===== config.mk =====
export PLATFORM = sky130hd
export DESIGN_NAME = seq_mag_comp_ctrl
export DESIGN_NICKNAME = d
export VERILOG_FILES = /design/src/rtl/seq_comp_pkg.sv /design/src/rtl/cmp2_slice.sv /design/src/rtl/seq_mag_comp_ctrl.sv
export SDC_FILE = /design/constraint.sdc
export NUM_CORES = 1
export LEC_CHECK = 0
export CAP_MARGIN = 10
export CORE_ASPECT_RATIO = 0.5
export CORE_UTILIZATION = 45
export DETAILED_ROUTE_END_ITERATION = 10
export MAX_ROUTING_LAYER = met4
export PLACE_DENSITY_LB_ADDON = 0.1
export SLEW_MARGIN = 20
export SYNTH_ARGS = -nofsm -noshare
export SYNTH_HDL_FRONTEND = slang
export SYNTH_HIERARCHICAL = 1
export SYNTH_SLANG_ARGS = --single-unit
export TNS_END_PERCENT = 20

===== constraint.sdc =====
create_clock -name clk -period 1.65 [get_ports clk]
set_input_delay 0.2475 -clock clk [delete_from_list [all_inputs] [get_ports clk]]
set_output_delay 0.2475 -clock clk [all_outputs]
set_load 0.01 [all_outputs]

===== src/rtl/seq_comp_pkg.sv =====
// Shared types for the sequential magnitude comparator: FSM state and {lt,eq,gt} result encoding.
package seq_comp_pkg;

  typedef enum logic [1:0] {
    IDLE = 2'd0,
    RUN  = 2'd1,
    DONE = 2'd2
  } state_t;

  typedef logic [2:0] res_t;  // {lt, eq, gt}

  localparam res_t RES_NONE = 3'b000;
  localparam res_t RES_LT   = 3'b100;
  localparam res_t RES_EQ   = 3'b010;
  localparam res_t RES_GT   = 3'b001;

  function automatic res_t slice_res(input logic lt, input logic gt);
    return lt ? RES_LT : (gt ? RES_GT : RES_EQ);
  endfunction

endpackage


===== src/rtl/cmp2_slice.sv =====
// Combinational 2-bit unsigned magnitude comparator slice.
module cmp2_slice (
  input  logic [1:0] x,
  input  logic [1:0] y,
  output logic       lt,
  output logic       eq,
  output logic       gt
);

  assign lt = (x < y);
  assign eq = (x == y);
  assign gt = (x > y);

endmodule


===== src/rtl/seq_mag_comp_ctrl.sv =====
// Sequencer comparing two WIDTH-bit operands one 2-bit pair per cycle, MSB pair first.
// Build option: define SEQ_COMP_EARLY_EXIT_EN to stop on the first unequal pair.
module seq_mag_comp_ctrl
  import seq_comp_pkg::*;
#(
  parameter int WIDTH = 8
) (
  input  logic             clk,
  input  logic             rst,
  input  logic             start,
  input  logic [WIDTH-1:0] a,
  input  logic [WIDTH-1:0] b,
  output logic             busy,
  output logic             done,
  output logic             alb,
  output logic             aeb,
  output logic             agb
);

  localparam int NPAIR = WIDTH / 2;
  localparam int IDXW  = (NPAIR > 1) ? $clog2(NPAIR) : 1;

  state_t           state, state_n;
  logic [WIDTH-1:0] aq, bq;
  logic [IDXW-1:0]  idx;
  res_t             res_q, res_n;
  logic             load_res;
  logic             s_lt, s_eq, s_gt;
  res_t             s_res;

`ifndef SEQ_COMP_EARLY_EXIT_EN
  logic             decided;
  res_t             dec_res;
`endif

  // Operands shift left each RUN cycle, so the slice always sees the current pair at the top.
  cmp2_slice u_slice (
    .x  (aq[WIDTH-1 -: 2]),
    .y  (bq[WIDTH-1 -: 2]),
    .lt (s_lt),
    .eq (s_eq),
    .gt (s_gt)
  );

  assign s_res = slice_res(s_lt, s_gt);

  // NOTE: every output of this block gets a default first, so no path can infer a latch.
  always_comb begin
    state_n  = state;
    res_n    = res_q;
    load_res = 1'b0;
    case (state)
      IDLE: if (start) state_n = RUN;
      RUN: begin
`ifdef SEQ_COMP_EARLY_EXIT_EN
        if (!s_eq || idx == '0) begin
          state_n  = DONE;
          res_n    = s_res;
          load_res = 1'b1;
        end
`else
        if (idx == '0) begin
          state_n  = DONE;
          res_n    = decided ? dec_res : s_res;
          load_res = 1'b1;
        end
`endif
      end
      DONE:    state_n = IDLE;
      default: state_n = IDLE;
    endcase
  end

  // NOTE: sequential state uses non-blocking assignments so all registers update together.
  always_ff @(posedge clk) begin
    if (rst) begin
      state <= IDLE;
      res_q <= RES_NONE;
    end else begin
      state <= state_n;
      if (load_res) res_q <= res_n;
    end
  end

  // NOTE: datapath registers carry no reset; they are always loaded on start before being read.
  always_ff @(posedge clk) begin
    if (state == IDLE && start) begin
      aq  <= a;
      bq  <= b;
      idx <= IDXW'(NPAIR - 1);
`ifndef SEQ_COMP_EARLY_EXIT_EN
      decided <= 1'b0;
`endif
    end else if (state == RUN) begin
      aq  <= aq << 2;
      bq  <= bq << 2;
      idx <= idx - 1'b1;
`ifndef SEQ_COMP_EARLY_EXIT_EN
      // The first unequal pair decides; later pairs are scanned but cannot override it.
      if (!decided && !s_eq) begin
        decided <= 1'b1;
        dec_res <= s_res;
      end
`endif
    end
  end

  assign busy = (state == RUN);
  assign done = (state == DONE);
  assign {alb, aeb, agb} = res_q;

endmodule


==> results of run 1 <==
==> state kept, by name, indices dropped and copies added (netlist names) <==
| register | count |
|---|---|
| res_q | 3 |
| state | 2 |
| decided | 1 |
| bq | 8 |
| aq | 8 |
| idx | 2 |
| dec_res | 3 |
==> kinds of logic (layout without fill, tap and decap cells) <==
kind of cell | count (synthesis) | after routing | synth area share [%]
flops | 27 | 27 | 60.5
simple gates | 26 | 26 | 12.7
mux | 14 | 14 | 14.7
buf+inv | 10 | 38 | 3.93
compound gates | 8 | 8 | 4.35
fa+ha+maj | 3 | 3 | 3.11
xor+xnor | 1 | 1 | 0.725
==> worst reg2reg max path, stage by stage (launching register included) <==
cell      delay [ps]
edfxtp_1         390
ha_1             300
nand2b_1          90
and2_1           220
nor2b_2          140
mux2i_1           80
a211oi_1         230
==> routing by layer <==
layer  vias to the layer above  track usage, %  wire (microns)
met5                         -               -               0
met4                         0            2.78               6
met2                        19            31.3            1010
met1                       353            16.4             805
met3                         2            5.47              89
li1                        370               -               -
==> per-stage QoR <==
| step | TNS [ps] | instance area (sq um) |
|---|---|---|
| after floorplan | 0 | 1210 |
| after global placement | 0 | 1500 |
| after detailed placement | 0 | 1500 |
| after CTS | 0 | 1550 |
| after global routing | -2.28 | 1560 |
| final | 0 | 1560 |
==> cell usage in the layout, fill, tap and decap left out, types with 2 or more instances in the layout <==
cell type         n
dfxtp_1           6
ha_1              3
mux2_2            6
a211oi_1          3
edfxtp_1         19
clkbuf_8          3
nand2_1           2
a21oi_1           2
and3_1            4
buf_4             5
nor2_1            7
dfxtp_2           2
clkdlybuf4s50_1  22
mux2_4            6
nand2b_1          2
inv_1             6
mux2i_1           2
==> power by group through the flow <==
stage	Combinational, W	Clock, W	Sequential [W]
final	0.000371	0.000376	0.000881
after global routing	0.000411	0.000405	0.000890
after CTS	0.000365	0.000382	0.000881
after detailed placement	0.000357	0	0.000896
after global placement	0.000336	0	0.000889
after floorplan	0.000249	0	0.000877
==> timing repair <==
item                       in CTS  in global routing
gates resized for setup         2                  4
setup buffers                   0                  0
pin swaps                       0                  1
setup endpoints to repair       2                  5
hold endpoints to repair        0                  0
==> area by class of cell <==
cell class                      count  area [sq um]  area share [%]
Clock buffer                        3          41.3            2.65
Sequential cell                    27           733            47.0
Inverter                            6          22.5            1.44
Tap cell                           35          43.8            2.81
Clock inverter                      1          7.51           0.481
Multi-Input combinational cell     52           442            28.3
Timing Repair Buffer               28           270            17.3
==> final timing paths <==
check                        start               endpoint  slack (ps)  cells after the start
min            idx[1]$_SDFFE_PP1N_    idx[1]$_SDFFE_PP1N_         490                      2
min reg2reg    idx[1]$_SDFFE_PP1N_    idx[1]$_SDFFE_PP1N_         490                      2
max reg2reg        aq[7]$_DFFE_PP_  res_q[0]$_SDFFE_PP0P_         110                      6
max          state[0]$_SDFFE_PP0P_                   done          60                      2
==> results_dict.tcl, run 1 <==
set metrics [dict create \
    grt-ovfl-total 0 \
    cpMaxStageDelayCell "clkdlybuf4s50_1" \
    drtIter0Drc 25 \
    fmax_ghz 0.627 \
    drc 0 \
    gp_congestion 0.722 \
    clockRootBuffer "clkbuf_8" \
    power_frac_clock_pct 23.1 \
    row_count 12 \
    grt_pass1_wl_microns 3130 \
    via_count 744 \
    antenna_found_initial 0 \
    cp.arrival_ps 1350 \
    ys_types 28 \
    portBuffers 23 \
    wl_per_cell_microns 12.6 \
    p_seq_share_pct 54.1 \
    synth.top_cell.area_share_pct 47.2 \
    power_density_nw_per_um2 1040 \
    fillers 188 \
    antenna_cells 0 \
    cts_max_level 1 \
    synthMostInstantiatedCell "edfxtp_1" \
    synthTopCellsByCount "19 x edfxtp_1, 8 x dfxtp_1, 7 x nor2_1" \
    worst_pin_slew_ps 267 \
    die_x_microns 75.3 \
    finalPower_w 0.00163 \
    syn_nets 111 \
    crit_path_max_incr_delay_ps 520 \
    vdd_drop_max_v 0.000481 \
    p_leak_nw 0.648 \
    critPathKind "register to output port" \
    synth_area_leaders "edfxtp_1 47%, dfxtp_1 13%, mux2_4 7.5%" \
    finalMaxSlewViolations 0 \
    final-hold-violation-count 0 \
    cp_num_buf_inv 1 \
    hpwlAfterDp_microns 1450 \
    finalClockSkew_ps 6.30 \
    grt_max_degree 17 \
    initial_utilization_pct 50.9 \
    synth_area_sq_um 1210 \
    p_int_w 0.00122 \
    start_kind "register" \
    cts_buffer_depth 2 \
    layout-area-overhead-vs-synth_pct 29.1 \
    cts.sinks 27 \
    yosysSeqAreaShare_pct 60.5 \
    dp_slack_ps 24.1 \
    clk_pin_slew_worst_paths_ps 90 \
    timing.final.crit_share_pct 96.6 \
    grt_setup_unrepaired "true" \
    postRouteAntennaNets 0 \
    combPwrFrac_pct 22.8 \
    stdcell_count 152 \
    die_y_microns 38.6 \
    grtUsageTotal_pct 16.1 \
    relSlewSlack_pct 82.1 \
    routed_wl_microns 1910 \
    critPathCaptureType "output port" \
    avgSynthCellArea_sq_um 13.6 \
    synthArstFlopShare_pct 0 \
    period_minus_slack_ps 1590 \
    crit_fanout 5 \
    ys_seq_elements 27 \
    drive_above_1_share_pct 24.8 \
    yosysWarnings 6 \
    synth_ff_type "edfxtp_1" \
    synth_enable_flop_cells 19 \
    worstSkewPairLatency_ps 270 \
    via_per_inst 4.89 \
    finalNetCount 140 \
    io_pins 24 \
    dp.cells 148 \
    worst_slack_ps 56.2 \
    crit_family "buffers and inverters" \
    hold_ws_ps 494 \
    ctsHoldBuffers 0 \
    maxCapViolations 0 \
    status "finished, final reports clean" \
    first_pass_iters 4 \
    syn_inst 89 \
    dieArea_sq_um 2910 \
    crit_required_ps 1400 \
    path_cells "and2b_1, clkdlybuf4s50_1" \
    setup_violations 0 \
    cts_buffers 3 \
    cts_tree "built" \
    grt_pass1_vias 738 \
    post-route-util_pct 65.8 \
    fp.coreArea_sq_um 2370 \
    p_switching_w 0.000406 \
    hold_path_class "register to register" \
    swShare_pct 24.9 \
    synth.largest_area_cell "edfxtp_1" \
]
No activity file was read; power rests on OpenSTA's default activity.
==> run 2, diff against run 1 <==
--- a/config.mk
+++ b/config.mk
@@ -9,7 +9,6 @@
 export CORE_ASPECT_RATIO = 0.5
 export CORE_UTILIZATION = 45
 export DETAILED_ROUTE_END_ITERATION = 10
-export MAX_ROUTING_LAYER = met4
 export PLACE_DENSITY_LB_ADDON = 0.1
 export SLEW_MARGIN = 20
 export SYNTH_ARGS = -nofsm -noshare
==> results_dict.tcl, run 2 (synthesis gave the netlist of run 1 again) <==
set metrics [dict create \
    status "finished, final reports clean" \
    postPlaceCellArea_sq_um 1500 \
    grt_max_degree 17 \
    grt_pass1_vias 740 \
    fmax_ghz 0.627 \
    use_met1_pct 16.4 \
    start_kind "register" \
    drc 0 \
    row_count 12 \
    dieArea_sq_um 2910 \
    final-hold-violation-count 0 \
    wl_per_cell_microns 12.6 \
    worst_slack_ps 56.1 \
    met3_usage_pct 5.47 \
    fillers 188 \
    die_y_microns 38.6 \
    vdd_drop_max_v 0.000481 \
    cts_buffers 3 \
    drive_above_1_share_pct 24.8 \
    worst-r2r-cell-count 6 \
    drtIter0Drc 25 \
    rrSetupSlack_ps 110 \
    crit_family "buffers and inverters" \
    hold_path_class "register to register" \
    relSlewSlack_pct 82.1 \
    cp.depth 2 \
    finalNetCount 140 \
    io_pins 24 \
    cp_num_buf_inv 1 \
    cts_buffer_depth 2 \
    reg2reg_to "res_q[0]$_SDFFE_PP0P_" \
    power_density_nw_per_um2 1040 \
    grt-ovfl-total 0 \
    r2r_start "aq[7]$_DFFE_PP_" \
    critPathKind "register to output port" \
    critPathCaptureType "output port" \
    finalClockSkew_ps 6.30 \
    post-cts-setup-buffers 0 \
    crit_start "state[0]$_SDFFE_PP0P_" \
    top_regs "aq (8), bq (8)" \
    path_cells "and2b_1, clkdlybuf4s50_1" \
    design_area_sq_um 1560 \
    grt_setup_unrepaired "true" \
    worstSkewPairLatency_ps 270 \
    setup_violations 0 \
    period_minus_slack_ps 1590 \
    grt_pass1_wl_microns 3130 \
    ctsHoldBuffers 0 \
    timing.final.crit_share_pct 96.6 \
    postRouteAntennaNets 0 \
    cp.arrival_ps 1350 \
    post-route-util_pct 65.8 \
    die_x_microns 75.3 \
    most-common-layout-cells "22 x clkdlybuf4s50_1, 19 x edfxtp_1, 7 x nor2_1" \
    final_common_cell "clkdlybuf4s50_1" \
    finalMaxSlewViolations 0 \
    worst_pin_slew_ps 267 \
    via_count 744 \
    finalPower_w 0.00163 \
    layout-area-overhead-vs-synth_pct 29.1 \
    portBuffers 23 \
    initial_utilization_pct 50.9 \
    antenna_found_initial 0 \
    gp_congestion 0.714 \
    via_per_inst 4.89 \
    met2_usage_pct 31.3 \
    p_leak_nw 0.648 \
    crit_required_ps 1400 \
    antenna_cells 0 \
    clk_pin_slew_worst_paths_ps 90 \
    cts.sinks 27 \
    cts_max_level 1 \
    cpMaxStageDelayCell "clkdlybuf4s50_1" \
    endpoint "done" \
    fp.coreArea_sq_um 2370 \
    crit_fanout 5 \
    first_pass_iters 4 \
    clockRootBuffer "clkbuf_8" \
    crit_path_max_incr_delay_ps 520 \
    hp-start "idx[1]$_SDFFE_PP1N_" \
    grtUsageTotal_pct 15.7 \
    dp_slack_ps 24.1 \
    cts_tree "built" \
    hpwlAfterDp_microns 1450 \
    maxCapViolations 0 \
    routed_wl_microns 1910 \
    grt-busiest-layer "met2" \
]
-- run 2: cell counts in the layout (fill, tap and decap cells not counted) --
No cell type changed its count.
-- run 2: area by class of cell --
cell class                      instances  area (sq um)  area share, %
Clock buffer                            3          41.3           2.65
Tap cell                               35          43.8           2.81
Timing Repair Buffer                   28           270           17.3
Sequential cell                        27           733           47.0
Multi-Input combinational cell         52           442           28.3
Inverter                                6          22.5           1.44
Clock inverter                          1          7.51          0.481
-- run 2: how the worst min path moves through the flow --
stage | endpoint | depth (start not counted)
2_1_floorplan | state[0]$_SDFFE_PP0P_ | 1
6_report | idx[1]$_SDFFE_PP1N_ | 2
4_1_cts | idx[1]$_SDFFE_PP1N_ | 2
5_1_grt | idx[1]$_SDFFE_PP1N_ | 2
3_3_place_gp | idx[1]$_SDFFE_PP1N_ | 2
3_5_place_dp | idx[1]$_SDFFE_PP1N_ | 2
-- run 2: timing repair --
| item | CTS | global route |
|---|---|---|
| endpoints found under the setup margin | 2 | 5 |
| pin swaps | 0 | 1 |
| gates resized for setup | 2 | 4 |
-- run 2: tightest hold or removal path: stages, from the launching register on --
cell      delay [ps]
dfxtp_1          320
nand2_1           60
o211ai_1          70
-- run 2: report_power, final --
part	total [W]	switching, W	internal [W]
clock	0.000376	0.000204	0.000171
sequential	0.000881	0.0000406	0.000840
combinational	0.000371	0.000161	0.000210
total	0.00163	0.000406	0.00122
-- run 2: metal layers --
| layer | vias to the layer above | wire (microns) |
|---|---|---|
| met5 | - | 0 |
| li1 | 370 | - |
| met2 | 19 | 1010 |
| met1 | 353 | 805 |
| met4 | 0 | 6 |
| met3 | 2 | 89 |
-- run 2: per-stage QoR --
| step | instances | TNS [ps] | hold WS [ps] |
|---|---|---|---|
| 2_1_floorplan | 89 | 0 | 317 |
| 5_1_grt | 152 | -2.28 | 509 |
| 6_report | 152 | 0 | 494 |
| 3_3_place_gp | 148 | 0 | 451 |
| 3_5_place_dp | 148 | 0 | 482 |
| 4_1_cts | 152 | 0 | 497 |
==> run 3, diff against run 2 <==
--- a/config.mk
+++ b/config.mk
@@ -8,11 +8,11 @@
 export CAP_MARGIN = 10
 export CORE_ASPECT_RATIO = 0.5
 export CORE_UTILIZATION = 45
+export CTS_CLUSTER_SIZE = 28
 export DETAILED_ROUTE_END_ITERATION = 10
 export PLACE_DENSITY_LB_ADDON = 0.1
 export SLEW_MARGIN = 20
 export SYNTH_ARGS = -nofsm -noshare
 export SYNTH_HDL_FRONTEND = slang
-export SYNTH_HIERARCHICAL = 1
 export SYNTH_SLANG_ARGS = --single-unit
 export TNS_END_PERCENT = 20
==> results_dict.tcl, run 3 <==
set metrics [dict create \
    worstSkewPairLatency_ps 270 \
    grt_max_degree 19 \
    wl_per_cell_microns 11.3 \
    ctsHoldBuffers 0 \
    worst_pin_slew_ps 473 \
    first_pass_iters 4 \
    final_common_cell "clkdlybuf4s50_1" \
    cts_buffer_depth 2 \
    post-route-util_pct 64.5 \
    fp.coreArea_sq_um 2370 \
    ys_types 22 \
    timing.final.crit_share_pct 96.3 \
    initial_utilization_pct 50.9 \
    layout-area-overhead-vs-synth_pct 26.5 \
    top_regs "aq (8), bq (8)" \
    final-hold-violation-count 0 \
    portBuffers 23 \
    cts_buffers 3 \
    critPathKind "register to output port" \
    maxCapViolations 0 \
    gp_congestion 0.802 \
    most-common-layout-cells "22 x clkdlybuf4s50_1, 19 x edfxtp_1, 9 x nor2_1, 8 x mux2_2, 7 x dfxtp_1" \
    period_minus_slack_ps 1590 \
    die_y_microns 38.6 \
    via_count 750 \
    finalClockSkew_ps 8.45 \
    clk_pin_slew_worst_paths_ps 80 \
    min_path_cells 2 \
    synth_area_sq_um 1210 \
    drive_above_1_share_pct 20.7 \
    postPlaceCellArea_sq_um 1480 \
    grt_pass1_vias 695 \
    clockRootBuffer "clkbuf_8" \
    via_per_inst 4.97 \
    cp.arrival_ps 1340 \
    postRouteAntennaNets 0 \
    grt_pass1_wl_microns 2820 \
    grt-ovfl-total 0 \
    crit_fanout 5 \
    drtIter0Drc 36 \
    antenna_cells 0 \
    routed_wl_microns 1700 \
    yosysWarnings 0 \
    post-cts-setup-buffers 0 \
    start_kind "register" \
    ys_seq_elements 27 \
    synth.top_cell.area_share_pct 47.2 \
    drc 0 \
    dieArea_sq_um 2910 \
    yosysSeqAreaShare_pct 60.5 \
    status "finished, final reports clean" \
    io_pins 24 \
    synthArstFlopShare_pct 0 \
    die_x_microns 75.3 \
    cts_max_level 1 \
    p_leak_nw 0.596 \
    design_area_sq_um 1530 \
    syn_inst 90 \
    grtUsageTotal_pct 14.0 \
    hold_path_class "register to register" \
    power_density_nw_per_um2 1150 \
    row_count 12 \
    relSlewSlack_pct 68.4 \
    synthTopCellsByCount "19 x edfxtp_1, 9 x nor2_1, 8 x dfxtp_1, 8 x mux2_2" \
    dp.cells 147 \
    hpwlAfterDp_microns 1260 \
    antenna_found_initial 0 \
    synth_area_leaders "edfxtp_1 47%, dfxtp_1 13%, mux2_2 7.5%" \
    setup_violations 0 \
    hold_ws_ps 501 \
    cts.sinks 27 \
    avgSynthCellArea_sq_um 13.4 \
    reg2reg_to "res_q[2]$_SDFFE_PP0P_" \
    synth_ff_type "edfxtp_1" \
    synth.largest_area_cell "edfxtp_1" \
    stdcell_count 151 \
    crit_required_ps 1400 \
    vdd_drop_max_v 0.000788 \
    finalNetCount 139 \
    finalMaxSlewViolations 0 \
    r2r_start "aq[7]$_DFFE_PP_" \
    cts_resized 0 \
    critPathCaptureType "output port" \
    hp-start "idx[1]$_SDFFE_PP1P_" \
    fmax_ghz 0.629 \
    synthMostInstantiatedCell "edfxtp_1" \
    finalPower_w 0.00176 \
    cts_tree "built" \
    syn_nets 112 \
    grt_setup_unrepaired "false" \
    rrSetupSlack_ps 70 \
    worst-r2r-cell-count 4 \
    synth_enable_flop_cells 19 \
    worstHoldEndpoint "idx[1]$_SDFFE_PP1P_" \
]
-- run 3: cell types whose count changed in the layout (fill, tap and decap cells not counted), sizes merged, moves of 3 or more --
cell and delta:
a311oi +3, a211oi -3, nand2 +3, and3 -4
-- run 3: critical path, cell delays in order, from the launching register on --
cell and delay (ps):
dfxtp_1 400, nor2b_1 140, clkdlybuf4s50_1 530
-- run 3: kinds of logic after synthesis --
group / count (synthesis) / share of synthesized area, %
AOI/OAI and AO/OA: 12 / 7.14
muxes: 12 / 12.4
DFF: 27 / 60.5
adders and majority gates: 3 / 3.11
buffers and inverters: 10 / 5.28
and+or+nand+nor: 26 / 11.6
-- run 3: metal layers --
layer  global-route usage [%]  share of wire (%)  wire [microns]
met1                     15.9                 43             737
met2                     24.3                 48             811
met3                     6.51                7.7             131
met4                     3.70                1.2              20
met5                        0                  0               0
-- run 3: cell type report --
type | count | area (sq um)
Inverter | 6 | 22.5
Sequential cell | 27 | 732
Clock inverter | 1 | 7.51
Fill cell | 198 | 843
Multi-Input combinational cell | 53 | 414
Clock buffer | 3 | 41.3
Timing Repair Buffer | 26 | 268
Tap cell | 35 | 43.8
-- run 3: how the worst max path moves through the flow --
stage	start	end
after floorplan	aq[7]$_DFFE_PP_	res_q[2]$_SDFFE_PP0P_
after global placement	start	bq[5]$_DFFE_PP_
after detailed placement	start	aq[2]$_DFFE_PP_
after CTS	state[0]$_SDFFE_PP0P_	busy
after global routing	state[1]$_SDFFE_PP0P_	done
final	state[1]$_SDFFE_PP0P_	done
-- run 3: stage by stage --
stage	TNS [ps]	worst slack, ps
floorplan	0	206
global placement	-776	-76.3
detailed placement	-1050	-112
CTS	0	4.53
global route	0	1.27
finish	0	60.9
-- run 3: power by group --
part / leakage (nW) / switching [W] / internal (W) / total, W
Combinational: 0.316 / 0.000204 / 0.000238 / 0.000441
Sequential: 0.258 / 0.0000528 / 0.000888 / 0.000940
Clock: 0.0217 / 0.000204 / 0.000171 / 0.000376
